==> config.mk <==
export PLATFORM = sky130hd
export DESIGN_NAME = vga_timing_gen
export DESIGN_NICKNAME = d
export VERILOG_FILES = /design/src/rtl/vga_timing_gen.sv
export SDC_FILE = /design/constraint.sdc
export NUM_CORES = 1
export LEC_CHECK = 0
export BUFFER_PORTS_ARGS = -buffer_cell sky130_fd_sc_hd__buf_2
export CAP_MARGIN = 10
export CORE_MARGIN = 2
export CORE_UTILIZATION = 50
export CTS_BUF_LIST = sky130_fd_sc_hd__clkbuf_2 sky130_fd_sc_hd__clkbuf_4 sky130_fd_sc_hd__clkbuf_8
export CTS_CLUSTER_DIAMETER = 80
export DETAILED_ROUTE_END_ITERATION = 6
export PLACE_DENSITY = 0.73
export SETUP_SLACK_MARGIN = 0.3
export SLEW_MARGIN = 20
export SYNTH_ARGS = -nofsm -noshare
export SYNTH_HDL_FRONTEND = slang
export SYNTH_SLANG_ARGS = --single-unit
export TNS_END_PERCENT = 50
==> constraint.sdc <==
create_clock -name clk -period 2.9 [get_ports clk]
set_input_delay 0.29 -clock clk [delete_from_list [all_inputs] [get_ports clk]]
set_output_delay 0.29 -clock clk [all_outputs]
set_load 0.01 [all_outputs]
==> src/rtl/vga_timing_gen.sv <==
// Parametrised VGA timing generator.
// Sync, blanking, coordinates, line/frame strobes, frame counter.
module vga_timing_gen #(
  parameter int H_DISPLAY = 640,
  parameter int H_FRONT   = 16,
  parameter int H_SYNC    = 96,
  parameter int H_BACK    = 48,
  parameter int V_DISPLAY = 480,
  parameter int V_FRONT   = 10,
  parameter int V_SYNC    = 2,
  parameter int V_BACK    = 33,
  parameter bit HSYNC_POL = 1'b0,
  parameter bit VSYNC_POL = 1'b0,
  parameter int LOOKAHEAD = 0,
  parameter int COORD_W   = 10,
  parameter int FRAME_W   = 16
) (
  input  logic               clk,
  input  logic               rst_n,
  input  logic               en,
  output logic               hsync,
  output logic               vsync,
  output logic               display_on,
  output logic [COORD_W-1:0] hpos,
  output logic [COORD_W-1:0] vpos,
  output logic               line_start,
  output logic               frame_start,
  output logic [FRAME_W-1:0] frame_cnt
);

  localparam int H_TOTAL = H_DISPLAY + H_FRONT
                         + H_SYNC + H_BACK;
  localparam int V_TOTAL = V_DISPLAY + V_FRONT
                         + V_SYNC + V_BACK;
  localparam int HS_BEG  = H_DISPLAY + H_FRONT;
  localparam int HS_END  = HS_BEG + H_SYNC;
  localparam int VS_BEG  = V_DISPLAY + V_FRONT;
  localparam int VS_END  = VS_BEG + V_SYNC;

  localparam bit BAD_H = (H_DISPLAY < 1) || (H_FRONT < 1)
                      || (H_SYNC < 1) || (H_BACK < 1);
  localparam bit BAD_V = (V_DISPLAY < 1) || (V_FRONT < 1)
                      || (V_SYNC < 1) || (V_BACK < 1);
  localparam bit BAD_W = (COORD_W < 1) || (COORD_W > 30)
                      || (H_TOTAL > (1 << COORD_W))
                      || (V_TOTAL > (1 << COORD_W))
                      || (FRAME_W < 1);
  localparam bit BAD_L = (LOOKAHEAD < 0) || (LOOKAHEAD > 7);

  generate
    if (BAD_H || BAD_V || BAD_W || BAD_L) begin : g_bad
      $error("vga_timing_gen: illegal parameters");
    end
  endgenerate

  logic               h_wrap;
  logic               v_wrap;
  logic [COORD_W-1:0] h_nxt;
  logic [COORD_W-1:0] v_nxt;
  logic               hs_n;
  logic               vs_n;
  logic               de_n;
  logic               hs_r;
  logic               vs_r;
  logic               de_r;
  logic               hs_o;
  logic               vs_o;
  logic               de_o;

  // Next counter value and the raw signals decoded from it.
  always_comb begin
    h_wrap = (hpos == COORD_W'(H_TOTAL - 1));
    v_wrap = (vpos == COORD_W'(V_TOTAL - 1));
    h_nxt  = h_wrap ? '0 : hpos + COORD_W'(1);
    v_nxt  = vpos;
    if (h_wrap) begin
      v_nxt = v_wrap ? '0 : vpos + COORD_W'(1);
    end
    hs_n = (int'(h_nxt) >= HS_BEG)
        && (int'(h_nxt) < HS_END);
    vs_n = (int'(v_nxt) >= VS_BEG)
        && (int'(v_nxt) < VS_END);
    de_n = (int'(h_nxt) < H_DISPLAY)
        && (int'(v_nxt) < V_DISPLAY);
  end

  // Counters, strobes, frame count and raw sync registers.
  always_ff @(posedge clk) begin
    if (!rst_n) begin
      hpos        <= '0;
      vpos        <= '0;
      frame_cnt   <= '0;
      line_start  <= 1'b0;
      frame_start <= 1'b0;
      hs_r        <= 1'b0;
      vs_r        <= 1'b0;
      de_r        <= 1'b0;
    end else begin
      line_start  <= 1'b0;
      frame_start <= 1'b0;
      if (en) begin
        hpos        <= h_nxt;
        vpos        <= v_nxt;
        line_start  <= h_wrap;
        frame_start <= h_wrap && v_wrap;
        if (h_wrap && v_wrap) begin
          frame_cnt <= frame_cnt + FRAME_W'(1);
        end
        hs_r <= hs_n;
        vs_r <= vs_n;
        de_r <= de_n;
      end
    end
  end

  generate
    if (LOOKAHEAD > 0) begin : g_dly
      logic [LOOKAHEAD-1:0] hs_d;
      logic [LOOKAHEAD-1:0] vs_d;
      logic [LOOKAHEAD-1:0] de_d;

      // Delay line so coordinates lead sync/blanking.
      always_ff @(posedge clk) begin
        if (!rst_n) begin
          hs_d <= '0;
          vs_d <= '0;
          de_d <= '0;
        end else if (en) begin
          hs_d <= (hs_d << 1) | LOOKAHEAD'(hs_r);
          vs_d <= (vs_d << 1) | LOOKAHEAD'(vs_r);
          de_d <= (de_d << 1) | LOOKAHEAD'(de_r);
        end
      end

      assign hs_o = hs_d[LOOKAHEAD-1];
      assign vs_o = vs_d[LOOKAHEAD-1];
      assign de_o = de_d[LOOKAHEAD-1];
    end else begin : g_nodly
      assign hs_o = hs_r;
      assign vs_o = vs_r;
      assign de_o = de_r;
    end
  endgenerate

  assign hsync      = hs_o ? HSYNC_POL : ~HSYNC_POL;
  assign vsync      = vs_o ? VSYNC_POL : ~VSYNC_POL;
  assign display_on = de_o;

endmodule

* Word level (Yosys, flattened, before mapping) *
Index checks and enable logic that the tools add are counted.

storage, ports and cells
  register bits = 41
  bits of input ports = 3
  output and inout bits = 41
  word-level logic and storage cells = 30

cells by class
  add/sub/neg operators = 3
  order comparisons = 6
  eq/ne operators = 2
  muxes and demuxes = 5
  reduce and logical (&&, ||, !) cells = 6

operators by type and width
  kind                                                                           count
  10-bit two-way mux                                                             3
  10-bit by 1-bit adder with 10-bit output, second input constant                2
  10-bit equality test, second input constant                                    2
  10-bit less-than comparator, second input constant                             2
  10-bit by 9-bit less-than comparator with 1-bit output, second input constant  2
  16-bit by 1-bit adder with 16-bit output, second input constant                1
  10-bit >= comparator, second input constant                                    1
  10-bit by 9-bit >= comparator with 1-bit output, second input constant         1
  1-bit logical AND                                                              4
  2-bit AND reduction                                                            2
  1-bit two-way mux                                                              2

* Longest topological paths before layout *
Gate-level depths: netlist (run 1).

  depth after elaboration = 5
  depth in mapped cells = 8
  mapped depth without buffers = 7

* Least setup slack after synthesis (run 1) *
Ideal clock, no wire load.

  kind = register -> register
  start point = register hpos[0]
  end point = register frame_cnt[15]
  setup time = 72 ps
  arrival = 1,989 ps
  data required time = 2,828 ps
  slack = 839 ps
  cell stages (with the launch flop) = 7
  buffers on the path = 0
  period minus slack after synthesis = 2,061 ps
  cells stage by stage = dfxtp_1 ha_1 and4_1 and4_4 nand4_4 or4_1 a21oi_1

on the way
  word-level cells in the longest chain between the ends = 3

ends and longest elaborated chain
  what                           line  RTL
  start, declared                24    output logic [COORD_W-1:0] hpos,
  start signal, assigned         102   hpos <= h_nxt;
  10-bit equality test           72    h_wrap = (hpos == COORD_W'(H_TOTAL - 1));
  1-bit logical AND              106   if (h_wrap && v_wrap) begin
  2-bit AND reduction (no line)  --
  end signal, assigned           107   frame_cnt <= frame_cnt + FRAME_W'(1);
  end, declared                  28    output logic [FRAME_W-1:0] frame_cnt

Every way passes these cells.
A chain may end at the register's enable or synchronous reset.

* Worst setup path in the final report (run 1) *
  start point = register hpos[0]
  end point = register frame_cnt[10]

The elaborated chain is that of the path after synthesis.

==> impl_metrics.env, run 1 <==
export IMPL_crit_path_max_fanout=20
export IMPL_synth_distinct_cells=52
export IMPL_grt_antenna_before_repair=0
export IMPL_synthTopCellsByArea="dfxtp_1 36%, xnor2_1 6.1%, nor2_1 5.5%"
export IMPL_cp_slowest_cell="nor4_1"
export IMPL_tightest_slew_ps=573
export IMPL_fin_crit_ps=2330
export IMPL_status="complete, no violations"
export IMPL_power_switching_mw=0.245
export IMPL_instances_no_fill=373
export IMPL_drive_gt1_frac=0.193
export IMPL_timing_final_crit_share=0.803
export IMPL_synth_seq_cells=41
export IMPL_wl_per_cell_um=14.1
export IMPL_cts_buffers=5
export IMPL_synth_area_um2=2300
export IMPL_row_count=24
export IMPL_fmax_ghz=0.429
export IMPL_synth_top_cell_by_area="dfxtp_1"
export IMPL_regToRegEndpoint="frame_cnt[10]"
export IMPL_yosysTopAreaCellShare=0.357
export IMPL_via_per_inst=5.87
export IMPL_wl_um=5260
export IMPL_ys_warn_count=0
export IMPL_detail_route_first_pass_iterations=4
export IMPL_clock_root_buffer="clkbuf_8"
export IMPL_dp_cells=365
export IMPL_relSlewSlack=0.615
export IMPL_fin_area_um2=2630
export IMPL_synth_edf_count=0
export IMPL_grt_max_degree=21
export IMPL_startpoint_type="flop"
export IMPL_setup_viol=0
export IMPL_max_stage_delay_ps=560
export IMPL_drt_iter0_drc=153
export IMPL_p_clk_frac=0.440
export IMPL_num_vias=2190
export IMPL_endpoint_kind="flop"
export IMPL_clock_sinks=41
export IMPL_rsz0062_at_grt="yes"
export IMPL_p_int_mw=0.834
export IMPL_ctsLongestPathBuffers=2
export IMPL_cp_arrival_ps=2520
export IMPL_fin_tns_setup_ps=0
export IMPL_skew_ps=11.7
export IMPL_n_antenna_cell=0
export IMPL_r2r_start="hpos[0]"
export IMPL_synth_nets=295
export IMPL_ios=44
export IMPL_hold_violations=0
export IMPL_overflow=0
export IMPL_endpoint="frame_cnt[10]"
export IMPL_synthCells=287
export IMPL_clkTransAtPathRegs_ps=90
export IMPL_seq_area_frac_synth=0.357
export IMPL_hold_class="input pin to flop"
export IMPL_worstSetupPathType="flop to flop"
export IMPL_ant_nets=0
export IMPL_avgSynthCellArea_um2=8.02
export IMPL_netSwitchingFraction=0.227
export IMPL_fin_nets=328
export IMPL_leakage_nw=1.00
export IMPL_r2r_slack_ps=570
export IMPL_track_usage=0.212
export IMPL_postPlaceCellArea_um2=2510
export IMPL_path_cells="ha_1 -> and4_1 -> nand4_1 -> buf_4 -> nor4_1 -> a31o_2 -> a21oi_1"
export IMPL_die_w_um=71.9
export IMPL_ir_drop_mv=0.279
export IMPL_p_total_mw=1.08
export IMPL_cts_tree="done"
export IMPL_seqPwrFrac=0.530
export IMPL_cp_data_required_time_ps=3090
export IMPL_place_hpwl_um=3650
export IMPL_grt_pass1_wl_um=8630
export IMPL_cp_startpoint="hpos[0]"
export IMPL_grt_pass1_vias=1870
export IMPL_initial_core_util=0.525
export IMPL_ys_flop_type="dfxtp_1"
export IMPL_synthToLayoutAreaGrowth_pct=14.1
export IMPL_power_density_nw_per_um2=411
export IMPL_htreeDepth=2
export IMPL_drc=0
export IMPL_die_area_um2=5160
export IMPL_async_flop_share=0
export IMPL_nFillCells=418
export IMPL_post_cts_buffers=0
export IMPL_worstSkewPairLatency_ps=310
export IMPL_place_gp_congestion=0.860
export IMPL_report_final_slew_viol_count=0
export IMPL_die_h_um=71.9
export IMPL_reg2reg_depth=7
export IMPL_power_frac_comb=0.030
export IMPL_drv_cap=0
export IMPL_fp_coreArea_um2=4380
export IMPL_io_buffers=43
cell families (layout without fill, tap and decap cells):
family / after synthesis / in the layout / synth area share
XOR/XNOR: 20 / 20 / 0.0761
flip-flops: 41 / 41 / 0.357
buffers and inverters: 32 / 66 / 0.0603
adder cells (fa/ha/maj): 5 / 5 / 0.0272
AO/OA/AOI/OAI: 55 / 55 / 0.154
multiplexers: 3 / 3 / 0.0136
AND/OR/NAND/NOR: 131 / 131 / 0.312
layout by cell type (no fill, tap or decap), types with 2 or more instances in the layout:
master	netlist	routed
xnor2_1	16	16
nor4b_1	2	2
a21oi_1	20	20
nand3_1	14	14
dfxtp_1	41	41
nand2b_1	2	2
o311ai_0	2	2
and4_1	5	4
nor2_1	34	34
xor2_1	4	4
nand2_1	20	20
nand3b_1	2	2
and2_1	3	3
o31ai_1	3	3
nor4_1	10	10
o41ai_1	3	3
ha_1	5	5
a31oi_1	4	4
inv_1	11	11
and3_1	9	9
o21ai_0	9	9
mux2i_1	2	2
a311oi_1	2	2
buf_4	1	3
clkbuf_8	0	5
nand4_1	10	10
a31o_2	2	2
buf_2	6	43
or4_1	2	2
nor3_1	10	10
metal layers:
| metal | global-route usage | up-vias | wire [um] | share of wire |
|---|---|---|---|---|
| li1 | - | 1118 | - | - |
| met3 | 0.0591 | 11 | 225 | 0.043 |
| met5 | 0 | - | 0 | 0 |
| met4 | 0.0860 | 0 | 101 | 0.019 |
| met1 | 0.278 | 1017 | 2560 | 0.49 |
| met2 | 0.330 | 44 | 2370 | 0.45 |
flip-flops by register name, summed over array words and instances (netlist names):
register     cells
hs_o             1
vpos            10
hpos            10
vs_o             1
frame_cnt       16
display_on       1
frame_start      1
line_start       1
layout make-up:
class	instances	area, um2	share of cell area
clock buffer	5	68.8	0.0262
clock inverter	3	46.3	0.0176
inverter	12	45.0	0.0171
multi-input combinational	214	1340	0.511
sequential	41	821	0.312
tap	52	65.1	0.0248
timing repair buffer	46	238	0.0905
synth_stat cells (2+ instances only):
library cell  count
o311ai_0          2
and4_1            5
mux2i_1           2
a21oi_1          20
or4_1             2
o21ai_0           9
o31ai_1           3
xor2_1            4
ha_1              5
nor4b_1           2
nand4_1          10
nor4_1           10
nand3b_1          2
nand3_1          14
nand2b_1          2
nand2_1          20
xnor2_1          16
a31oi_1           4
dfxtp_1          41
clkbuf_1         11
nor2_1           34
buf_2             6
inv_1            11
and2_1            3
a31o_2            2
and3_1            9
nor3_1           10
o41ai_1           3
a311oi_1          2
through the flow:
step	hold slack (ps)	setup slack, ps	util
after detailed placement	447	588	0.573
after floorplan	408	839	-
after CTS	274	530	0.599
after global placement	453	673	0.573
after global routing	294	277	0.599
final	277	571	0.599
worst max-delay path: cells and delay by family (launching register included):
kind | cells | cell delay (ps)
AO/OA/AOI/OAI | 2 | 280
flip-flops | 1 | 470
adder cells (fa/ha/maj) | 1 | 290
buffers and inverters | 1 | 230
AND/OR/NAND/NOR | 3 | 950
what timing repair did:
action | 4_1_cts | 5_1_grt
hold buffers | 0 | 0
setup endpoints to repair | 0 | 2
resized for setup | 0 | 1
worst min path at each step:
| stage | from | end | slack [ps] | cells after the start |
|---|---|---|---|---|
| 6_report | rst_n | hs_o | 280 | 2 |
| 5_1_grt | rst_n | hs_o | 290 | 2 |
| 4_1_cts | rst_n | hs_o | 270 | 2 |
| 3_5_place_dp | vs_o | vs_o | 450 | 2 |
| 3_3_place_gp | display_on | display_on | 450 | 2 |
| 2_1_floorplan | rst_n | hs_o | 410 | 1 |
power groups by stage:
stage | Sequential, mW | Combinational [mW] | Clock [mW]
6_report | 0.572 | 0.0323 | 0.475
3_5_place_dp | 0.585 | 0.0323 | 0
4_1_cts | 0.572 | 0.0324 | 0.485
5_1_grt | 0.573 | 0.0354 | 0.503
2_1_floorplan | 0.585 | 0.0186 | 0
3_3_place_gp | 0.584 | 0.0314 | 0
Note: power is estimated with default switching activity, not from simulation.
==> run 2: changes to the inputs <==
--- a/config.mk
+++ b/config.mk
@@ -5,6 +5,7 @@
 export SDC_FILE = /design/constraint.sdc
 export NUM_CORES = 1
 export LEC_CHECK = 0
+export ABC_AREA = 1
 export BUFFER_PORTS_ARGS = -buffer_cell sky130_fd_sc_hd__buf_2
 export CAP_MARGIN = 10
 export CORE_MARGIN = 2
@@ -12,7 +13,7 @@
 export CTS_BUF_LIST = sky130_fd_sc_hd__clkbuf_2 sky130_fd_sc_hd__clkbuf_4 sky130_fd_sc_hd__clkbuf_8
 export CTS_CLUSTER_DIAMETER = 80
 export DETAILED_ROUTE_END_ITERATION = 6
-export PLACE_DENSITY = 0.73
+export PLACE_DENSITY = 0.75
 export SETUP_SLACK_MARGIN = 0.3
 export SLEW_MARGIN = 20
 export SYNTH_ARGS = -nofsm -noshare
==> constraint.sdc (replaced) <==
create_clock -name clk -period 1.92 [get_ports clk]
set_input_delay 0.192 -clock clk [delete_from_list [all_inputs] [get_ports clk]]
set_output_delay 0.192 -clock clk [all_outputs]
set_load 0.01 [all_outputs]
==> impl_metrics.env, run 2 <==
export IMPL_status="complete, no violations"
export IMPL_synthToLayoutAreaGrowth_pct=38.5
export IMPL_regToRegEndpoint="frame_cnt[0]"
export IMPL_crit_cells=13
export IMPL_clkTransAtPathRegs_ps=90
export IMPL_relSlewSlack=0.617
export IMPL_instances_no_fill=544
export IMPL_clock_root_buffer="clkbuf_8"
export IMPL_ys_flop_type="dfxtp_1"
export IMPL_timing_final_crit_share=0.912
export IMPL_p_int_mw=1.39
export IMPL_r2r_start="vpos[0]"
export IMPL_initial_core_util=0.528
export IMPL_crit_family="buffers and inverters"
export IMPL_cp_startpoint="vpos[0]"
export IMPL_synth_top_cell_by_area="dfxtp_1"
export IMPL_report_final_slew_viol_count=0
export IMPL_p_total_mw=1.89
export IMPL_endpoint_kind="flop"
export IMPL_ys_warn_count=0
export IMPL_synth_compound_area_frac=0.129
export IMPL_skew_ps=9.29
export IMPL_fin_nets=484
export IMPL_drv_cap=0
export IMPL_crit_path_max_fanout=4
export IMPL_synth_nets=401
export IMPL_cp_data_required_time_ps=2150
export IMPL_synth_top_family_by_area="simple AND/OR/NAND/NOR gates"
export IMPL_cp_slowest_cell="dfxtp_4"
export IMPL_wl_um=7540
export IMPL_synth_seq_cells=41
export IMPL_ir_drop_mv=0.364
export IMPL_place_hpwl_um=4580
export IMPL_tightest_slew_ps=571
export IMPL_netSwitchingFraction=0.268
export IMPL_yosysTopAreaCellShare=0.323
export IMPL_reg_top3="frame_cnt x16, hpos x10, vpos x10"
export IMPL_detail_route_first_pass_iterations=5
export IMPL_synth_top_cells_by_count="113 x nand2_1, 50 x inv_1, 41 x dfxtp_1"
export IMPL_synthMuxAreaShare=0
export IMPL_synth_most_common_cell="nand2_1"
export IMPL_die_w_um=75.3
export IMPL_num_vias=2896
export IMPL_grt_max_degree=30
export IMPL_fp_coreArea_um2=4820
export IMPL_startpoint_type="flop"
export IMPL_worstSetupPathType="flop to flop"
export IMPL_synth_distinct_cells=37
export IMPL_synth_edf_count=0
export IMPL_wl_per_cell_um=13.9
export IMPL_hold_class="input pin to flop"
export IMPL_cp_arrival_ps=1980
export IMPL_ios=44
export IMPL_htreeDepth=2
export IMPL_seq_area_frac_synth=0.323
export IMPL_synthXorXnorAreaFrac=0.0241
export IMPL_grt_antenna_before_repair=0
export IMPL_layout_commonest_cell="nand2_1"
export IMPL_cts_tree="done"
export IMPL_die_h_um=75.3
export IMPL_setup_viol=0
export IMPL_grt_pass1_wl_um=11200
export IMPL_synth_simple_area_share=0.398
export IMPL_drive_gt1_frac=0.348
export IMPL_grt_pass1_vias=2449
export IMPL_overflow=0
export IMPL_synth_area_um2=2540
export IMPL_fin_tns_setup_ps=0
export IMPL_power_switching_mw=0.507
export IMPL_endpoint="frame_cnt[0]"
export IMPL_synthCells=393
export IMPL_worstSkewPairLatency_ps=300
export IMPL_ant_nets=0
export IMPL_io_buffers=43
export IMPL_cts_buffers=5
export IMPL_final_cell_mix="106 x nand2_1, 47 x inv_1, 43 x buf_2, 36 x buf_4, 32 x nor2_1"
export IMPL_drt_iter0_drc=309
export IMPL_critPathMostFrequentCell="buf_4"
export IMPL_async_flop_share=0
export IMPL_reg2reg_depth=13
export IMPL_ctsLongestPathBuffers=2
export IMPL_avgSynthCellArea_um2=6.47
export IMPL_power_frac_comb=0.122
export IMPL_die_area_um2=5670
export IMPL_hold_buffers=0
export IMPL_via_per_inst=5.32
export IMPL_synthAdderAreaFrac=0.0246
export IMPL_max_stage_delay_ps=380
export IMPL_worst_path_buf_inv=5
export IMPL_r2r_slack_ps=170
export IMPL_dp_cells=505
export IMPL_seqPwrFrac=0.474
export IMPL_place_gp_congestion=0.896
export IMPL_path_cells="inv_4 -> ha_4 -> nand2_4 -> nor2_4 -> buf_4 -> buf_4 -> buf_4 -> nand2_1 -> nor2_2 -> nand2_1 -> inv_1 -> o21ai_0 -> a31oi_1"
export IMPL_power_density_nw_per_um2=538
export IMPL_hold_violations=0
export IMPL_clock_sinks=41
export IMPL_leakage_nw=1.68
export IMPL_track_usage=0.254
export IMPL_n_antenna_cell=0
export IMPL_rsz0062_at_grt="yes"
export IMPL_finish_utilization=0.731
export IMPL_fmax_ghz=0.571
export IMPL_p_clk_frac=0.404
export IMPL_drc=0
export IMPL_row_count=25
export IMPL_fin_crit_ps=1750
export IMPL_largest_register_ffs=16
export IMPL_top_register="frame_cnt"
export IMPL_synthTopCellsByArea="dfxtp_1 32%, nand2_1 17%, inv_1 7.4%"
==> run 2: changes by cell type after synthesis, sizes merged, moves of 8 or more <==
cell	change
nand2	+100
inv	+46
nor2	+17
xnor2	-15
nand3	+11
and3	-9
a21oi	+8
==> run 2: tightest hold or removal path: cells and delay by family <==
kind                   cells  cell delay (ps)
buffers and inverters      2              240
and+or+nand+nor            1              110
AOI/OAI and AO/OA          1               50
==> run 2: power groups by stage <==
stage / logic (mW) / clock network [mW] / registers (mW)
floorplan: 0.108 / 0 / 0.927
global placement: 0.183 / 0 / 0.917
detailed placement: 0.183 / 0 / 0.917
CTS: 0.212 / 0.773 / 0.895
global route: 0.253 / 0.795 / 0.901
finish: 0.230 / 0.765 / 0.898
==> run 2: cells by family (layout without fill, tap and decap cells) <==
group / count (synthesis) / in the layout
AOI/OAI and AO/OA: 58 / 58
xor gates and xnor gates: 7 / 7
adders and majority gates: 5 / 5
buffers and inverters: 66 / 150
DFF: 41 / 41
and+or+nand+nor: 216 / 216
==> run 2: per-layer routing <==
metal | vias to the layer above | global-route usage | wire length [um]
li1 | 1420 | - | -
met1 | 1317 | 0.348 | 3310
met2 | 135 | 0.411 | 3510
met3 | 24 | 0.0384 | 505
met4 | 0 | 0.0877 | 210
met5 | - | 0 | 0
==> run 2: worst min path at each step <==
stage / slack (ps) / start / endpoint / cells past startpoint
floorplan: 320 / rst_n / vpos[1] / 2
global placement: 450 / display_on / display_on / 2
detailed placement: 460 / display_on / display_on / 2
CTS: 320 / en / hpos[0] / 4
global route: 380 / en / hpos[0] / 4
finish: 330 / en / hpos[0] / 4
==> run 2: repair_timing <==
item,in CTS,in global routing
buffers inserted,26,5
cloned,0,0
resized for setup,19,43
endpoints found under the setup margin,17,24
pin swaps,15,34
==> run 2: final cells by class <==
type | count | area, um2
Clock buffer | 6 | 82.6
Clock inverter | 2 | 37.5
Fill cell | 379 | 1300
Inverter | 58 | 228
Sequential cell | 41 | 850
Multi-Input combinational cell | 286 | 1690
Tap cell | 67 | 83.8
Timing Repair Buffer | 84 | 551
==> run 2: through the flow <==
| stage | hold slack (ps) | setup WS [ps] | area [um2] |
|---|---|---|---|
| final | 333 | 169 | 3520 |
| after CTS | 319 | 275 | 3320 |
| after global routing | 375 | 59.1 | 3520 |
| after floorplan | 323 | 278 | 2580 |
| after global placement | 452 | 139 | 2920 |
| after detailed placement | 461 | 108 | 2920 |
